### src/rtl/risc_toy_pkg.sv
// Shared EX/MEM definitions: writeback select codes, bubble control values,
// the stage FSM encoding and the packed payload types.
package risc_toy_pkg;
  localparam int EM_DATA_W = 32;
  localparam int EM_WA_W   = 5;
  localparam int EM_CTRL_W = 5;

  localparam logic [1:0] SELWB_ALU = 2'd0;
  localparam logic [1:0] SELWB_MEM = 2'd1;
  localparam logic [1:0] SELWB_PC4 = 2'd2;
  localparam logic [1:0] SELWB_RSV = 2'd3;

  localparam logic WEN_IDLE  = 1'b1;
  localparam logic DREQ_IDLE = 1'b1;
  localparam logic DRW_IDLE  = 1'b0;

  // Encoding doubles as the occupancy count driven on OCC.
  typedef enum logic [1:0] {
    ST_EMPTY = 2'd0,
    ST_MAIN  = 2'd1,
    ST_BOTH  = 2'd2
  } em_state_e;

  typedef struct packed {
    logic       wen;
    logic       drw;
    logic       dreq;
    logic [1:0] selwb;
  } em_ctrl_t;

  localparam em_ctrl_t CTRL_IDLE = '{wen: WEN_IDLE, drw: DRW_IDLE, dreq: DREQ_IDLE, selwb: SELWB_ALU};

  typedef struct packed {
    em_ctrl_t              ctrl;
    logic [EM_WA_W-1:0]    wa;
    logic [EM_DATA_W-1:0]  pcadd4;
    logic [EM_DATA_W-1:0]  aluout;
    logic [EM_DATA_W-1:0]  dout0;
  } em_payload_t;

  function automatic em_ctrl_t gate_ctrl(input logic valid, input em_ctrl_t ctrl);
    if (valid) begin
      gate_ctrl = ctrl;
    end else begin
      gate_ctrl = CTRL_IDLE;
    end
  endfunction
endpackage

### src/rtl/em_slot.sv
// One EX/MEM payload register: loads when load=1, clears asynchronously to RST_VAL.
module em_slot
  import risc_toy_pkg::*;
#(
  parameter int             W       = 8,
  parameter logic [W-1:0]   RST_VAL = {W{1'b0}}
) (
  input  logic         clk,
  input  logic         rst,
  input  logic         load,
  input  logic [W-1:0] d,
  output logic [W-1:0] q
);
  logic [W-1:0] data_d;
  logic [W-1:0] data_q;

  // Next value: hold unless loaded.
  always_comb begin
    data_d = data_q;
    if (load) begin
      data_d = d;
    end else begin
      data_d = data_q;
    end
  end

  // Payload storage.
  always_ff @(posedge clk or posedge rst) begin
    if (rst) begin
      data_q <= RST_VAL;
    end else begin
      data_q <= data_d;
    end
  end

  assign q = data_q;
endmodule

### src/rtl/em_pipe_stage.sv
// EX->MEM pipeline stage with valid/ready handshake, flush and optional
// 2-entry skid buffer (main slot always holds the oldest entry).
module em_pipe_stage
  import risc_toy_pkg::*;
#(
  parameter int DATA_W  = EM_DATA_W,
  parameter int WA_W    = EM_WA_W,
  parameter bit SKID_EN = 1'b1
) (
  input  logic              CLK,
  input  logic              RST,
  input  logic              FLUSH,
  input  logic              VALID_E,
  output logic              READY_E,
  input  logic              WEN_E,
  input  logic              DRW_E,
  input  logic              DREQ_E,
  input  logic [1:0]        SelWB_E,
  input  logic [WA_W-1:0]   WA_E,
  input  logic [DATA_W-1:0] PCADD4_E,
  input  logic [DATA_W-1:0] ALUOUT_E,
  input  logic [DATA_W-1:0] DOUT0_E,
  output logic              VALID_M,
  input  logic              READY_M,
  output logic              WEN_M,
  output logic              DRW_M,
  output logic              DREQ_M,
  output logic [1:0]        SelWB_M,
  output logic [WA_W-1:0]   WA_M,
  output logic [DATA_W-1:0] PCADD4_M,
  output logic [DATA_W-1:0] ALUOUT_M,
  output logic [DATA_W-1:0] DOUT0_M,
  output logic [1:0]        OCC
);
  localparam int PAY_W = EM_CTRL_W + WA_W + 3 * DATA_W;
  localparam logic [PAY_W-1:0] PAY_RST = {CTRL_IDLE, {(WA_W + 3 * DATA_W){1'b0}}};

  em_state_e        state_d;
  em_state_e        state_q;
  logic             ready_e_d;
  logic             ready_e_q;
  logic             valid_m;
  logic             accept;
  logic             emit;
  logic             main_ld;
  logic             skid_ld;
  logic             main_from_skid;
  logic [PAY_W-1:0] pay_e;
  logic [PAY_W-1:0] main_in;
  logic [PAY_W-1:0] main_q;
  logic [PAY_W-1:0] skid_q;
  em_ctrl_t         ctrl_m;

  assign pay_e   = {WEN_E, DRW_E, DREQ_E, SelWB_E, WA_E, PCADD4_E, ALUOUT_E, DOUT0_E};
  assign valid_m = (state_q != ST_EMPTY);
  // Without the skid slot, ready must look through to READY_M or we lose throughput.
  assign READY_E = SKID_EN ? ready_e_q : (READY_M | ~valid_m);
  assign accept  = VALID_E & READY_E;
  assign emit    = valid_m & READY_M;

  // Occupancy FSM and slot load control; FLUSH overrides accept and emit.
  always_comb begin
    state_d        = state_q;
    main_ld        = 1'b0;
    skid_ld        = 1'b0;
    main_from_skid = 1'b0;
    if (FLUSH) begin
      state_d = ST_EMPTY;
    end else begin
      case (state_q)
        ST_EMPTY: begin
          if (accept) begin
            state_d = ST_MAIN;
            main_ld = 1'b1;
          end else begin
            state_d = ST_EMPTY;
          end
        end
        ST_MAIN: begin
          if (accept && emit) begin
            main_ld = 1'b1;
          end else if (accept && SKID_EN) begin
            skid_ld = 1'b1;
            state_d = ST_BOTH;
          end else if (emit) begin
            state_d = ST_EMPTY;
          end else begin
            state_d = ST_MAIN;
          end
        end
        ST_BOTH: begin
          if (emit) begin
            main_ld        = 1'b1;
            main_from_skid = 1'b1;
            state_d        = ST_MAIN;
          end else begin
            state_d = ST_BOTH;
          end
        end
        default: begin
          state_d = ST_EMPTY;
        end
      endcase
    end
  end

  // Registered ready and main-slot input select.
  always_comb begin
    ready_e_d = 1'b1;
    main_in   = pay_e;
    if (state_d == ST_BOTH) begin
      ready_e_d = 1'b0;
    end else begin
      ready_e_d = 1'b1;
    end
    if (main_from_skid) begin
      main_in = skid_q;
    end else begin
      main_in = pay_e;
    end
  end

  // State and ready registers.
  always_ff @(posedge CLK or posedge RST) begin
    if (RST) begin
      state_q   <= ST_EMPTY;
      ready_e_q <= 1'b1;
    end else begin
      state_q   <= state_d;
      ready_e_q <= ready_e_d;
    end
  end

  em_slot #(.W(PAY_W), .RST_VAL(PAY_RST)) u_main (
    .clk  (CLK),
    .rst  (RST),
    .load (main_ld),
    .d    (main_in),
    .q    (main_q)
  );

  em_slot #(.W(PAY_W), .RST_VAL(PAY_RST)) u_skid (
    .clk  (CLK),
    .rst  (RST),
    .load (skid_ld),
    .d    (pay_e),
    .q    (skid_q)
  );

  // Bubbles never write the regfile nor request memory; datapath fields keep their value.
  assign ctrl_m   = gate_ctrl(valid_m, em_ctrl_t'(main_q[PAY_W-1 -: EM_CTRL_W]));
  assign WEN_M    = ctrl_m.wen;
  assign DRW_M    = ctrl_m.drw;
  assign DREQ_M   = ctrl_m.dreq;
  assign SelWB_M  = ctrl_m.selwb;
  assign WA_M     = main_q[3 * DATA_W +: WA_W];
  assign PCADD4_M = main_q[2 * DATA_W +: DATA_W];
  assign ALUOUT_M = main_q[DATA_W +: DATA_W];
  assign DOUT0_M  = main_q[DATA_W-1:0];
  assign VALID_M  = valid_m;
  assign OCC      = state_q;
endmodule

### config.mk
export PLATFORM = sky130hd
export DESIGN_NAME = em_pipe_stage
export DESIGN_NICKNAME = d
export VERILOG_FILES = /design/src/rtl/risc_toy_pkg.sv /design/src/rtl/em_slot.sv /design/src/rtl/em_pipe_stage.sv
export SDC_FILE = /design/constraint.sdc
export NUM_CORES = 1
export LEC_CHECK = 0
export CELL_PAD_IN_SITES_DETAIL_PLACEMENT = 2
export CELL_PAD_IN_SITES_GLOBAL_PLACEMENT = 2
export CORE_MARGIN = 2
export CORE_UTILIZATION = 30
export DETAILED_ROUTE_END_ITERATION = 10
export PLACE_DENSITY = 0.76
export SYNTH_ARGS = -nofsm -noshare
export SYNTH_HDL_FRONTEND = slang
export SYNTH_SLANG_ARGS = --single-unit
### constraint.sdc
create_clock -name CLK -period 6.25 [get_ports CLK]
set_input_delay 0.625 -clock CLK [delete_from_list [all_inputs] [get_ports CLK]]
set_output_delay 0.625 -clock CLK [all_outputs]
set_load 0.02 [all_outputs]
# Yosys cells after proc, flatten, opt, wreduce, memory -nomap -nowiden
# Index checks and enable logic that the tools add are counted.
dict set report totals {
  ff_bits 215
  out_inout_bits 110
  elab_cells 32
}
dict set report op_classes {
  eq_ne 3
  n_mux 20
  bitwise_logic 2
  n_reduce_logical 3
}
# operator count
set ops {}
lappend ops {{2-to-1 mux 106 bit} 1}
lappend ops {{2-to-1 mux 1 bit} 12}
lappend ops {{2-to-1 mux 2 bit} 4}
lappend ops {{one-hot mux 2 bit (3 select lines)} 1}
lappend ops {{2-to-1 mux 5 bit} 1}
lappend ops {{equality test 2 bit, second input constant} 2}
lappend ops {{one-hot mux 1 bit (3 select lines)} 1}
lappend ops {{AND 1 bit} 2}
lappend ops {{equality test 2 x 1 -> 1 bit, second input constant} 1}
lappend ops {{zero test 2 bit} 1}
lappend ops {{nonzero test 2 bit} 1}
lappend ops {{logical AND 1 bit} 1}

# Depth between registers and ports, before layout
dict set report depth {
  word_depth 9
  ltp_mapped 7
  ltp_nobuf 4
}

# Cells and area by module
# Synthesis repeated with hierarchy kept, for this count alone.
dict set report unflattened {
  hier_cells 594
  hier_area_um2 9700.6
}
# module n_inst cells_each area_per_inst_um2
set modules_own_cells {}
lappend modules_own_cells {em_slot 2 225 4100.2}
lappend modules_own_cells {em_pipe_stage 1 144 1500.2}

# Least setup slack after synthesis
# Ideal clock, no wire load.
dict set report synth_path {
  kind {register -> register}
  startpoint {register ready_e_q (netlist: READY_E)}
  endpoint {register u_skid.data_q[0] (netlist: u_skid.q[0])}
  setup_time_ps 125
  t_arrival_ps 1760
  t_required_ps 6125
  path_slack_ps 4365
  stages_incl_launch_ff 7
  synth_period_minus_slack_ps 1885
  cell_sequence {dfstp_2 -> nand4b_1 -> or3_1 -> clkbuf_1 -> buf_6 -> buf_6 -> mux2_4}
}
dict set report synth_via {
  elab_chain_cells 5
  word_cells_on_any_way 6
  cone_classes {4 x mux; 1 x bitwise; 1 x reduce/logical}
}
# item line_no
set synth_rtl {}
lappend synth_rtl {{start: declaration} em_pipe_stage.sv:41} ;# logic ready_e_q;
lappend synth_rtl {{start signal: assignment} em_pipe_stage.sv:130} ;# ready_e_q <= ready_e_d;
lappend synth_rtl {{AND 1 bit *} em_pipe_stage.sv:58} ;# assign accept = VALID_E & READY_E;
lappend synth_rtl {{2-to-1 mux 1 bit or logical AND 1 bit (tied branches)} {em_pipe_stage.sv:82, em_pipe_stage.sv:80}}
lappend synth_rtl {{2-to-1 mux 1 bit *} em_pipe_stage.sv:80} ;# if (accept && emit) begin
lappend synth_rtl {{2-to-1 mux 1 bit *} em_pipe_stage.sv:70} ;# case (state_q)
lappend synth_rtl {{2-to-1 mux 1 bit *} em_pipe_stage.sv:67} ;# if (FLUSH) begin
lappend synth_rtl {{end signal: assignment} em_slot.sv:32} ;# data_q <= data_d;
lappend synth_rtl {{end: declaration} em_slot.sv:15} ;# logic [W-1:0] data_q;
# Mark *: on every way between the ends. The rest lies on a longest branch, timed or not.
# A chain may end at the register's enable or synchronous reset.

# Final worst setup path
dict set report layout_path {
  startpoint {register state_q[0] (netlist: OCC[0])}
  endpoint {output port WEN_M}
}
dict set report layout_via {
  elab_chain_cells 2
}
# item line_no
set layout_rtl {}
lappend layout_rtl {{start: declaration} em_pipe_stage.sv:39} ;# em_state_e state_q;
lappend layout_rtl {{start signal: assignment} em_pipe_stage.sv:129} ;# state_q <= state_d;
lappend layout_rtl {{nonzero test 2 bit} em_pipe_stage.sv:55} ;# assign valid_m = (state_q != ST_EMPTY);
lappend layout_rtl {{2-to-1 mux 5 bit} risc_toy_pkg.sv:42} ;# if (valid) begin
lappend layout_rtl {{end: declaration} em_pipe_stage.sv:25} ;# output logic WEN_M,
# Every way passes these cells.

==> results list <==
* Most congested layer reported by global routing: met2
* Class of the most critical hold timing path: flop to flop
* Worst-case setup slack after placement: approximately 3.1 ns
* Final routed wire length divided by cell count: 17.9 um
- The critical path is of the flop to output pin type.
- Total of cells resized after clock tree synthesis: 0
- Number of global-route vias before repair: 7002
- Number of hold violations in the final report: 0
- Fillers: 3331
- Met3 capacity usage during global routing: 3.31%
* Routing usage on met2: 24.8%
- Clock tree synthesis found a total of 215 sinks.
* Area of the core: 0.0325 mm2
- Pwr/cell area: about 350 mW/mm2
- The first routing iteration left 183 violations.
* Hold-fix buffers at CTS: 0
- For the worst setup path, the data arrival time is 2.49 ns.
- Pre-Repair DR Iteration Count: 4
- At the end of routability-driven placement, the weighted congestion stood at 0.715.
- Quantity of I/O buffers inserted on ports: 220
- The design draws 4.46 mW.
- Count of flip-flops with a built-in enable after synthesis: 0
* Post-detailed-route DRC marker count: 0
- Start of the worst register-to-register path: OCC[1]
- Initial core utilization: between 30% and 40%
- The cell area that synthesis handed to floorplanning was roughly 0.0099 mm2.
- Total CTS buffers: 26
- Number of rows created at floorplan: 66
- The worst setup path is captured at an output pin.
* Post-placement cell area: 0.0117 mm2
* Worst setup path startpoint: OCC[0]
- Among all flip-flop cells after synthesis, the most frequent one is sky130_fd_sc_hd__dfrtp_1.
* Via Count: 6249
- Net switching is 28.1% of the power.
* Net count reported at finish: 1029
- Cell internal power was estimated by the tool at 3.21 mW.
- Final HPWL from detailed placement: 15900 um
- Using the TritonRoute via totals, the vias-per-cell ratio works out to roughly 4.5.
- Setup violations remaining at the end of the flow were counted as 0.
- Post-layout instance area: 0.0126 mm2
- The analysis attributes to cell leakage a power of slightly above 5 nW.
- Global-route track usage on met1: 18.2%
- In this run the number of H-tree levels came out at 1.
* Aggregate global routing overflow: 0
* Top-level I/O count: 221
- The die covers between 0.03 and 0.04 mm2.
- Achievable clock frequency: 321 MHz
- The share of total power dissipated in combinational logic is 23.0%.
* Later-pin clock latency in the skew report: 0.52 ns
* Number of cell instances on the worst register-to-register path: 4
* Slew of the pin with the lowest slew margin: 0.931 ns
- For flop-to-flop paths, the worst setup slack is 3.83 ns.
- Antenna diode count: 0
* Horiz. Die Dim: 185 um
* Run status: finished clean
* Tcrit/Tclk final: 49.9%
- From synthesis to final layout, the design area changed by 27.3%.
* Post-route ant nets: 0
- For this design the total switching power over the nets is 1.26 mW.
- A synthesized cell averages between 10 and 15 um2.
- Leaving out fill and tap cells, the most frequent cell in the layout is sky130_fd_sc_hd__clkdlybuf4s50_1.
- The clock network accounts for 33.6% of the total power.
* Unrepaired setup endpoints after global routing: false
- Root cell of the clock tree: sky130_fd_sc_hd__clkbuf_16
- Worst-path fanout max: 7
- Final max-slew violation count: 0
* Sequential area share after synthesis: a little over half
- Final min period: 3.12 ns
* Total Negative Setup Slacks: 0 ns
* Max-Cap Viols: 0
* Overall track demand over capacity in global routing: between 10% and 20%
* Chip Height: 185 um
- Synth Net Count: between 900 and 1000
* Max clock buf depth: 3
- Number of warning messages in the yosys log: 0
- Synth async-reset ratio: 100%
- The number of setup buffers added after CTS is 0.
* Clock tree from TritonCTS: yes
- Worst slew slack as a fraction of its limit: 37.9%
- Post-CTS clock slew at the launch and capture registers of the worst setup and hold paths: around 0.06 ns
- In this run, distinct cell masters in the synthesized netlist total 26.
- The worst-case IR drop observed on VDD is 0.000156 V.
- Final worst setup slack: 3.13 ns
- In this run the worst setup path terminates at WEN_M.
- The endpoint identified for the worst register-to-register timing path is u_skid.q[86].
- The first global-routing pass estimated 39200 um of wire.
* Pin count of the biggest net entering global routing: 113
- The initial antenna violation count was 1.
- In the layout the commonest cells are 220 x sky130_fd_sc_hd__clkdlybuf4s50_1, 210 x sky130_fd_sc_hd__dfrtp_1, 107 x sky130_fd_sc_hd__nor2_1, 106 x sky130_fd_sc_hd__mux2i_1, 106 x sky130_fd_sc_hd__a21oi_1.
- The final layout contains routed wiring with a total length of 24700 um.
- The worst setup path is launched from a flop.
* Synthesis-stage register bit count: 215
* Layout Skew: 0.0105 ns
- The post-route netlist has 10.4% of its cells at a drive strength greater than 1.
- Data required time at the worst endpoint: 5.62 ns
- Synthesis produced a netlist whose cell count is 810.
- Sequential cells account for 43.4% of the total power.
state kept, by name, summed over array words and instances (netlist names):
name	flops
OCC	2
READY_E	1
u_main.q	106
u_skid.q	106
how the worst min path moves through the flow:
stage                 start            to  cells past startpoint
2_1_floorplan  u_skid.q[40]  u_skid.q[40]                      1
3_3_place_gp   u_skid.q[44]  u_skid.q[44]                      1
3_5_place_dp   u_skid.q[70]  u_skid.q[70]                      1
4_1_cts        u_skid.q[45]  u_skid.q[45]                      1
5_1_grt        u_skid.q[40]  u_skid.q[40]                      1
6_report       u_skid.q[40]  u_skid.q[40]                      1
cell families after synthesis:
kind of cell	share of synthesized area (%)
flops	54.5
mux	24.3
buf+inv	10.4
simple gates	5.12
compound gates	5.66
per-layer routing:
layer	share of wire, %	vias up
met2	49	140
met3	5.3	33
met4	2.0	2
li1	-	2891
met1	44	3183
met5	0.053	-
cells in the mapped netlist (all sizes together), types with 2 or more instances:
master	instances	share of area (%)
nand4b	2	0.18
dfrtp	210	53
clkbuf	13	0.49
a21oi	106	5.4
nor2b	3	0.19
inv	3	0.11
nor2	107	4.1
nand3b	2	0.15
mux2i	106	11
mux2	106	14
dfstp	5	1.3
buf	135	9.8
a31oi	2	0.13
or2	2	0.13
per-stage QoR:
step	std cells	hold slack, ns	util, %
2_1_floorplan	810	0.464	-
3_3_place_gp	1332	0.473	36.2
3_5_place_dp	1332	0.485	36.2
4_1_cts	1377	0.499	38.8
5_1_grt	1377	0.513	38.8
6_report	1377	0.492	38.8
power groups by stage:
stage	clock network, mW	logic (mW)	registers, mW
floorplan	0	0.777	1.90
global placement	0	1.00	1.94
detailed placement	0	1.04	1.96
CTS	1.55	1.05	1.94
global route	1.60	1.12	1.99
finish	1.50	1.03	1.94
cell type report:
type / instances / area [um2] / area share (%)
flip-flops and latches: 215 / 5390 / 42.8
multi-input cells: 444 / 3490 / 27.8
repair buffers: 228 / 2290 / 18.2
clock buffers: 38 / 757 / 6.02
well taps: 442 / 553 / 4.40
clock inverters: 7 / 85.1 / 0.676
inverters: 3 / 15.0 / 0.119
worst max-delay path, cell delays in order, from the launching register on:
cell and delay [ns]:
sky130_fd_sc_hd__dfrtp_1 0.45, sky130_fd_sc_hd__nor2_1 0.62, sky130_fd_sc_hd__or2_2 0.23, sky130_fd_sc_hd__clkdlybuf4s50_1 0.66
Power figures use the tool's default switching activity.
